===== config.mk =====
export PLATFORM = sky130hd
export DESIGN_NAME = imem_loader_flat
export DESIGN_NICKNAME = d
export VERILOG_FILES = /design/src/rtl/imem_loader_if.sv /design/src/rtl/imem_loader.sv /design/src/flat_wrapper.sv
export SDC_FILE = /design/constraint.sdc
export NUM_CORES = 1
export LEC_CHECK = 0
export ABC_AREA = 1
export CORE_UTILIZATION = 55
export DETAILED_ROUTE_END_ITERATION = 8
export DONT_BUFFER_PORTS = 1
export PLACE_DENSITY = 0.84
export SLEW_MARGIN = 20
export SYNTH_ARGS = -nofsm -noshare
export SYNTH_HDL_FRONTEND = slang
export SYNTH_SLANG_ARGS = --single-unit

===== constraint.sdc =====
create_clock -name clk -period 2.8 [get_ports clk]
set_input_delay 0.56 -clock clk [delete_from_list [all_inputs] [get_ports clk]]
set_output_delay 0.56 -clock clk [all_outputs]
set_load 0.05 [all_outputs]

===== src/rtl/imem_loader_if.sv =====
// Byte-stream input and instruction-memory write port of the boot loader.
// The master side feeds bytes and consumes writes; the slave side is the loader.
interface imem_loader_if #(
    parameter int unsigned ADDR_W = 6
);
    logic [7:0]        rx_data;
    logic              rx_valid;
    logic              rx_ready;
    logic              we;
    logic [ADDR_W-1:0] waddr;
    logic [31:0]       wdata;

    modport master (
        output rx_data, rx_valid,
        input  rx_ready, we, waddr, wdata
    );

    modport slave (
        input  rx_data, rx_valid,
        output rx_ready, we, waddr, wdata
    );
endinterface


===== src/rtl/imem_loader.sv =====
// Boot-time loader: receives a framed, XOR-checksummed image byte by byte,
// writes little-endian words into instruction memory, releases the core on success.
module imem_loader #(
    parameter int unsigned ADDR_W     = 6,
    parameter bit          AUTO_START = 1'b1
) (
    input  logic         clk,
    input  logic         rst,
    input  logic         start,
    imem_loader_if.slave bus,
    output logic         core_rst_n,
    output logic         busy,
    output logic         done,
    output logic         err
);
    localparam int unsigned DEPTH = 1 << ADDR_W;

    typedef enum logic [2:0] {
        S_IDLE, S_LEN, S_DATA, S_CHK, S_DONE, S_ERR
    } state_t;

    state_t            state, state_d;
    logic [1:0]        byte_idx;
    logic [ADDR_W-1:0] word_idx;
    logic [ADDR_W-1:0] last;
    logic [7:0]        acc;
    logic [23:0]       shift_buf;
    logic              rx_en_c;
    logic              xfer_c;
    logic              len_ovf_c;
    logic              enter_len_c;

    // Status outputs are pure decodes of the state register.
    assign rx_en_c    = (state == S_LEN) || (state == S_DATA) || (state == S_CHK);
    assign bus.rx_ready = rx_en_c;
    assign busy       = rx_en_c;
    assign done       = (state == S_DONE);
    assign err        = (state == S_ERR);
    assign core_rst_n = (state == S_DONE);

    assign xfer_c      = bus.rx_valid && rx_en_c;
    assign len_ovf_c   = (32'(bus.rx_data) >= DEPTH);
    assign enter_len_c = (state_d == S_LEN) && (state != S_LEN);

    always_ff @(posedge clk or posedge rst) begin
        if (rst) state <= S_IDLE;
        else     state <= state_d;
    end

    always_comb begin
        state_d = state;
        case (state)
            S_IDLE: if (AUTO_START || start) state_d = S_LEN;
            S_LEN:  if (xfer_c) state_d = len_ovf_c ? S_ERR : S_DATA;
            S_DATA: if (xfer_c && (byte_idx == 2'd3) && (word_idx == last)) state_d = S_CHK;
            S_CHK:  if (xfer_c) state_d = (bus.rx_data == acc) ? S_DONE : S_ERR;
            S_DONE, S_ERR: if (start) state_d = S_LEN;
            default: state_d = S_IDLE;
        endcase
    end

    // Word assembly, checksum accumulation and the registered write port.
    always_ff @(posedge clk or posedge rst) begin
        if (rst) begin
            byte_idx  <= 2'd0;
            word_idx  <= '0;
            last      <= '0;
            acc       <= 8'd0;
            shift_buf <= 24'd0;
            bus.we    <= 1'b0;
            bus.waddr <= '0;
            bus.wdata <= 32'd0;
        end else begin
            bus.we <= 1'b0;
            if (enter_len_c) begin
                byte_idx <= 2'd0;
                word_idx <= '0;
                acc      <= 8'd0;
            end else if (xfer_c) begin
                case (state)
                    S_LEN: begin
                        acc  <= bus.rx_data;
                        last <= ADDR_W'(bus.rx_data);
                    end
                    S_DATA: begin
                        acc      <= acc ^ bus.rx_data;
                        byte_idx <= byte_idx + 2'd1;
                        case (byte_idx)
                            2'd0: shift_buf[7:0]   <= bus.rx_data;
                            2'd1: shift_buf[15:8]  <= bus.rx_data;
                            2'd2: shift_buf[23:16] <= bus.rx_data;
                            default: begin
                                bus.we    <= 1'b1;
                                bus.waddr <= word_idx;
                                bus.wdata <= {bus.rx_data, shift_buf};
                                // Stop at the last word so the index never wraps.
                                if (word_idx != last) word_idx <= word_idx + ADDR_W'(1);
                            end
                        endcase
                    end
                    default: ;
                endcase
            end
        end
    end
endmodule


===== src/flat_wrapper.sv =====
// flat-port wrapper written by rule: the top's interface ports become plain ports
module imem_loader_flat 
#(
    parameter int unsigned ADDR_W     = 6,
    parameter bit          AUTO_START = 1'b1
)
  (clk, rst, start, core_rst_n, busy, done, err, bus_rx_data, bus_rx_valid, bus_rx_ready, bus_we, bus_waddr, bus_wdata);
  imem_loader_if #(.ADDR_W(ADDR_W)) bus_i ();
  input  logic clk;
  input  logic rst;
  input  logic start;
  output logic core_rst_n;
  output logic busy;
  output logic done;
  output logic err;
  input wire logic [$bits(bus_i.rx_data)-1:0] bus_rx_data;
  input wire logic [$bits(bus_i.rx_valid)-1:0] bus_rx_valid;
  output wire logic [$bits(bus_i.rx_ready)-1:0] bus_rx_ready;
  output wire logic [$bits(bus_i.we)-1:0] bus_we;
  output wire logic [$bits(bus_i.waddr)-1:0] bus_waddr;
  output wire logic [$bits(bus_i.wdata)-1:0] bus_wdata;
  assign bus_i.rx_data = bus_rx_data;
  assign bus_i.rx_valid = bus_rx_valid;
  assign bus_rx_ready = bus_i.rx_ready;
  assign bus_we = bus_i.we;
  assign bus_waddr = bus_i.waddr;
  assign bus_wdata = bus_i.wdata;
  imem_loader #(.ADDR_W(ADDR_W), .AUTO_START(AUTO_START)) u_core (.clk(clk), .rst(rst), .start(start), .bus(bus_i), .core_rst_n(core_rst_n), .busy(busy), .done(done), .err(err));
endmodule

## Yosys cells after proc, flatten, opt, wreduce, memory -nomap -nowiden

Cells that the tools add are included.
Widths: inputs -> output; s select.

- Flip-flop bits (word level): 88
- Output and inout bits: 44
- Word-level logic and storage cells: 75

- Bitwise operators: 3
- Mux-type cells: 22
- Reduce and logical (&&, ||, !) cells: 22
- Equality and inequality tests: 14
- Add/subtract/negate cells: 2
- Magnitude comparators: 1

Operator list:

| cell | number |
|---|---|
| $mux 6 | 5 |
| $reduce_and 4->1 | 5 |
| $mux 8 | 2 |
| $pmux 8 s2 | 1 |
| $mux 3 | 5 |
| $pmux 3 s5 | 1 |
| $eq 8x8->1 | 1 |
| $ge 8x7->1 const B | 1 |
| $xor 8x8->8 | 1 |
| $add 6x1->6 const B | 1 |
| $eq 3x1->1 const B | 2 |
| $eq 3x2->1 const B | 2 |
| $eq 3x3->1 const B | 2 |
| $eq 6x6->1 | 1 |
| $mux 2 | 3 |
| $ne 6x6->1 | 1 |
| $reduce_bool 2->1 | 3 |
| $mux 1 | 5 |
| $eq 2x2->1 const B | 2 |
| $logic_and 1x1->1 | 4 |
| $reduce_and 2->1 | 2 |
| $logic_not 3->1 | 1 |
| $ne 3x1->1 const B | 1 |
| $reduce_and 3->1 | 1 |
| 9 further kinds | 11 |

## Longest topological paths before layout

- Word-level depth: 12
- Depth in mapped cells: 12
- Mapped depth without buffers: 11

## Least setup slack after synthesis

Ideal clock, no wire load.

- Path type: register to output
- Start: register u_core.state[0]
- End: output done
- Cell stages (with the launch flop): 5
- Arrival time: 1710 ps
- Slack: 530 ps
- Cells stage by stage: dfrtp_1 > nor2_1 > inv_1 > nor2_1 > buf_4

- Longest elaborated chain between the ends: 1

Ends and longest elaborated chain:

| item | RTL line | source |
|---|---|---|
| start, declared | imem_loader.sv:22 | `state_t state, state_d;` |
| start signal, assigned | imem_loader.sv:47 | `else state <= state_d;` |
| $eq 3x3->1 | -- |  |
| end, declared | flat_wrapper.sv:14 | `output logic done;` |

No other way between the ends.

## Final worst setup path

- Start: register u_core.state[1]
- End: register u_core.word_idx[0]

RTL lines:

| item | RTL line | source |
|---|---|---|
| $eq 3x3->1 (*) | -- |  |
| via err | flat_wrapper.sv:15 | `output logic err;` |
| $reduce_or 2->1 (*) | imem_loader.sv:52 | `case (state)` |
| $pmux 3 s5 (*) | imem_loader.sv:52 |  |
| $eq 3x1->1 (*) | imem_loader.sv:43 | `assign enter_len_c = (state_d == S_LEN) && (state != S_LEN);` |
| $logic_and 1x1->1 (*) | imem_loader.sv:43 |  |
| $ne 2x1->1 (no source line) or $reduce_bool 2->1 (tied branches) | -- |  |
| $reduce_and 4->1 (no source line) | -- |  |
| end signal, assigned | imem_loader.sv:97 | `if (word_idx != last) word_idx <= word_idx + ADDR_W'(1);` |
| end, declared | imem_loader.sv:24 | `logic [ADDR_W-1:0] word_idx;` |

The timed path passes the listed nets; every way through them passes the cells marked *.
A chain may end at the register's enable or synchronous reset.

==> results.md <==
* Clock Skew at 0.00682 ns
* Synth cell types at 24
* Syn-to-layout area delta at 7.81%
* Drt initial violations at 223
* Hold WC Path Type: in -> async
* CP Capture Type: flip-flop
* Worst-Margin Slew at 0.505 ns
* Core area at 6760 um2
* Setup ws final at 0.620 ns
* DRT Wirelength at 7710 um
* Hold buffers post-CTS at 0
* Initial antenna violation count at 0
* Hold violation total from the final report at 0
* Post-CTS Setup Bufs at 0
* Buffer and inverter count on the worst path at 3
* Fin nets at 468
* Critical path cell sequence: inv_1 > nand3_1 > inv_1 > o21ai_0 > nand4_1 > nor2_1 > nand2_2 > inv_1 > nor2_1
* RSZ-0062 raised after global routing: false
* WP data required at 3.03 ns
* PortBufs at 0
* Starting Density at 56.7%
* Worst vdd ir at 0.400 mV
* Most used DFF post-synth: dfrtp_1
* Clock latency on the worst-skew pair at 0.35 ns
* Status: finished, final reports clean
* CTS Buffer Depth at 2
* Num Clock Sinks at 88
* Die Height at 85.4 um
* Final Setup Violations at 0
* Power per cell area at 852 nW/um2
* # rows at 30
* Vias in the first global route at 2668
* CP delay by family, top: simple AND/OR/NAND/NOR gates
* Sequential share of the synthesized area at 57.5%
* CP Launch Type: flip-flop
* Tmin final at 2.18 ns
* TritonCTS buffer count at 9
* Largest net degree at the start of global routing at 89
* Synth Cell Area at 3830 um2
* DR vias at 2855
* Yosys reg bits at 88
* Die width at 85.4 um
* Worst path slowest cell: dfrtp_1
* CP most frequent cell: inv_1
* Cells after Synth at 450
* Final period utilization at 77.9%
* DP Worst Slack at 0.709 ns
* CTS resizes at 0
* Residual DRC count at 0
* WS Path Type: reg -> reg
* Clock slew at reported path FFs at 0.10 ns
* CTS root buffer: clkbuf_8
* # diodes at 0
* FMAX at 0.459 GHz
* H-tree levels at 3
* CP max stage delay at 0.41 ns
* Placer Congestion at 0.923
* Syn nets at 467
* Critical path depth in cells at 9
* IO Count at 56
* Arr. time, crit path at 2.41 ns
* DR vias/cell at 5.33
* Max_cap viols at 0
* Seq. cell area at 2200 um2
* Synthesis Warnings at 0
* FFs w/ async S/R, synth at 100%
* Global-route wire length before repair at 12600 um
* Post-synth EDFFs at 0
* Power Total at 3.52 mW
* DRT Pass-1 Iters at 5
* Mean Syn Cell Area at 8.51 um2
* Hpwl dp at 5290 um
* Wire per inst at 14.4 um
* Setup TNS Final at 0 ns
* Fin. max-slew vios at 0
* Die ar. at 7300 um2
* R2R cell count at 9
* Multi-input gate area at 1400 um2
* Critical path peak fanout at 11
* Total GRT Usage at 22.6%
* GRT Residual Overflow at 0
* Slew margin rel. at 66.3%
* Filler Cell Count at 573
* Share of cells above drive strength 1 at 7.24%
* CTS tree: built
* Post-route ant nets at 0
* LEAKAGE at 2.10 nW
## kinds of logic after synthesis
group,count (synthesis),synth area share [%]
AO/OA/AOI/OAI,71,9.44
XOR/XNOR,10,2.29
adder cells (fa/ha/maj),5,1.63
buffers and inverters,57,6.18
flip-flops,88,57.5
AND/OR/NAND/NOR,219,22.9
## worst reg2reg max path, cell delays in order (launching register included)
cell and delay (ns):
dfrtp_1 0.41, inv_1 0.12, nand3_1 0.11, inv_1 0.22, o21ai_0 0.31, nand4_1 0.11
nor2_1 0.27, nand2_2 0.13, inv_1 0.29, nor2_1 0.09
## final timing paths
kind | from | to | slack (ns)
worst max register to register | u_core.state[1] | u_core.word_idx[0] | 0.62
worst max-delay path | u_core.state[1] | u_core.word_idx[0] | 0.62
worst min register to register | u_core.shift_buf[7] | u_core.bus.wdata[7] | 0.48
min in group clk | bus_rx_data[2] | u_core.last[2] | 0.33
worst min-delay path | rst | u_core.shift_buf[4] | 0.17
max in group asynchronous | rst | u_core.word_idx[4] | 2.24
## cells in the final DEF, fill, tap and decap left out
cell / netlist / final
a22oi_1: 2 / 2
clkinv_4: 0 / 3
nand2_2: 2 / 2
clkbuf_8: 0 / 9
dfrtp_1: 88 / 88
nor2_2: 0 / 2
nor3_2: 2 / 2
inv_1: 39 / 38
nor2_1: 42 / 40
inv_8: 0 / 2
inv_6: 0 / 1
buf_4: 3 / 6
a21oi_1: 17 / 17
o21ai_1: 1 / 1
xor2_1: 2 / 2
nand2_1: 159 / 159
a31oi_1: 1 / 1
nor3_4: 1 / 1
nand4_1: 3 / 3
clkinvlp_4: 0 / 1
xnor2_1: 8 / 8
nor2_4: 1 / 1
ha_1: 5 / 5
nand3_1: 8 / 8
o21ai_0: 50 / 50
bufinv_16: 0 / 1
nor3_1: 1 / 1
inv_2: 1 / 1
buf_12: 0 / 1
## area by class of cell
class / instances / share of cell area (%)
inverters: 40 / 3.73
clock inverters: 7 / 2.12
well taps: 80 / 2.42
clock buffers: 9 / 3.00
flip-flops and latches: 88 / 53.3
repair buffers: 7 / 1.58
multi-input cells: 305 / 33.8
## where the power goes
part / leakage, nW / internal [mW] / switching, mW
logic: 0.798 / 0.302 / 0.651
clock network: 0.108 / 0.433 / 0.481
registers: 1.20 / 1.49 / 0.160
total: 2.10 / 2.23 / 1.29
## registers in the layout, indices dropped and copies added, names as in the netlist
register	flops
u_core.bus.wdata	32
u_core.bus.we	1
u_core.word_idx	6
u_core.state	3
u_core.byte_idx	2
u_core.shift_buf	24
u_core.acc	8
u_core.last	6
u_core.bus.waddr	6
## cells in the mapped netlist (2+ instances only)
master | count | share of area (%)
nand2_2 | 2 | 0.33
nand2_1 | 159 | 16
nand3_1 | 8 | 1.0
ha_1 | 5 | 1.6
a21oi_1 | 17 | 2.2
clkbuf_1 | 10 | 0.98
inv_1 | 39 | 3.8
xnor2_1 | 8 | 1.8
nor2_1 | 42 | 4.1
buf_4 | 3 | 0.59
o21ai_0 | 50 | 6.5
xor2_1 | 2 | 0.46
dfrtp_1 | 88 | 58
nor3_2 | 2 | 0.52
nand4_1 | 3 | 0.49
buf_2 | 3 | 0.39
a22oi_1 | 2 | 0.39
## per-layer routing
layer	track usage [%]	vias up	routed length (um)
li1	-	1405	-
met1	29.4	1354	3450
met2	36.4	83	3770
met3	6.13	13	377
met4	8.33	0	114
met5	0	-	0
## per-stage QoR
| step | util [%] | instances | hold slack [ns] | instance area, um2 |
|---|---|---|---|---|
| 3_5_place_dp | 58.0 | 520 | 0.464 | 3920 |
| 5_1_grt | 61.1 | 536 | 0.213 | 4130 |
| 3_3_place_gp | 58.0 | 520 | 0.462 | 3920 |
| 6_report | 61.1 | 536 | 0.175 | 4130 |
| 4_1_cts | 61.1 | 536 | 0.201 | 4130 |
| 2_1_floorplan | - | 450 | 0.450 | 3830 |
Note: power is estimated with default switching activity, not from simulation.
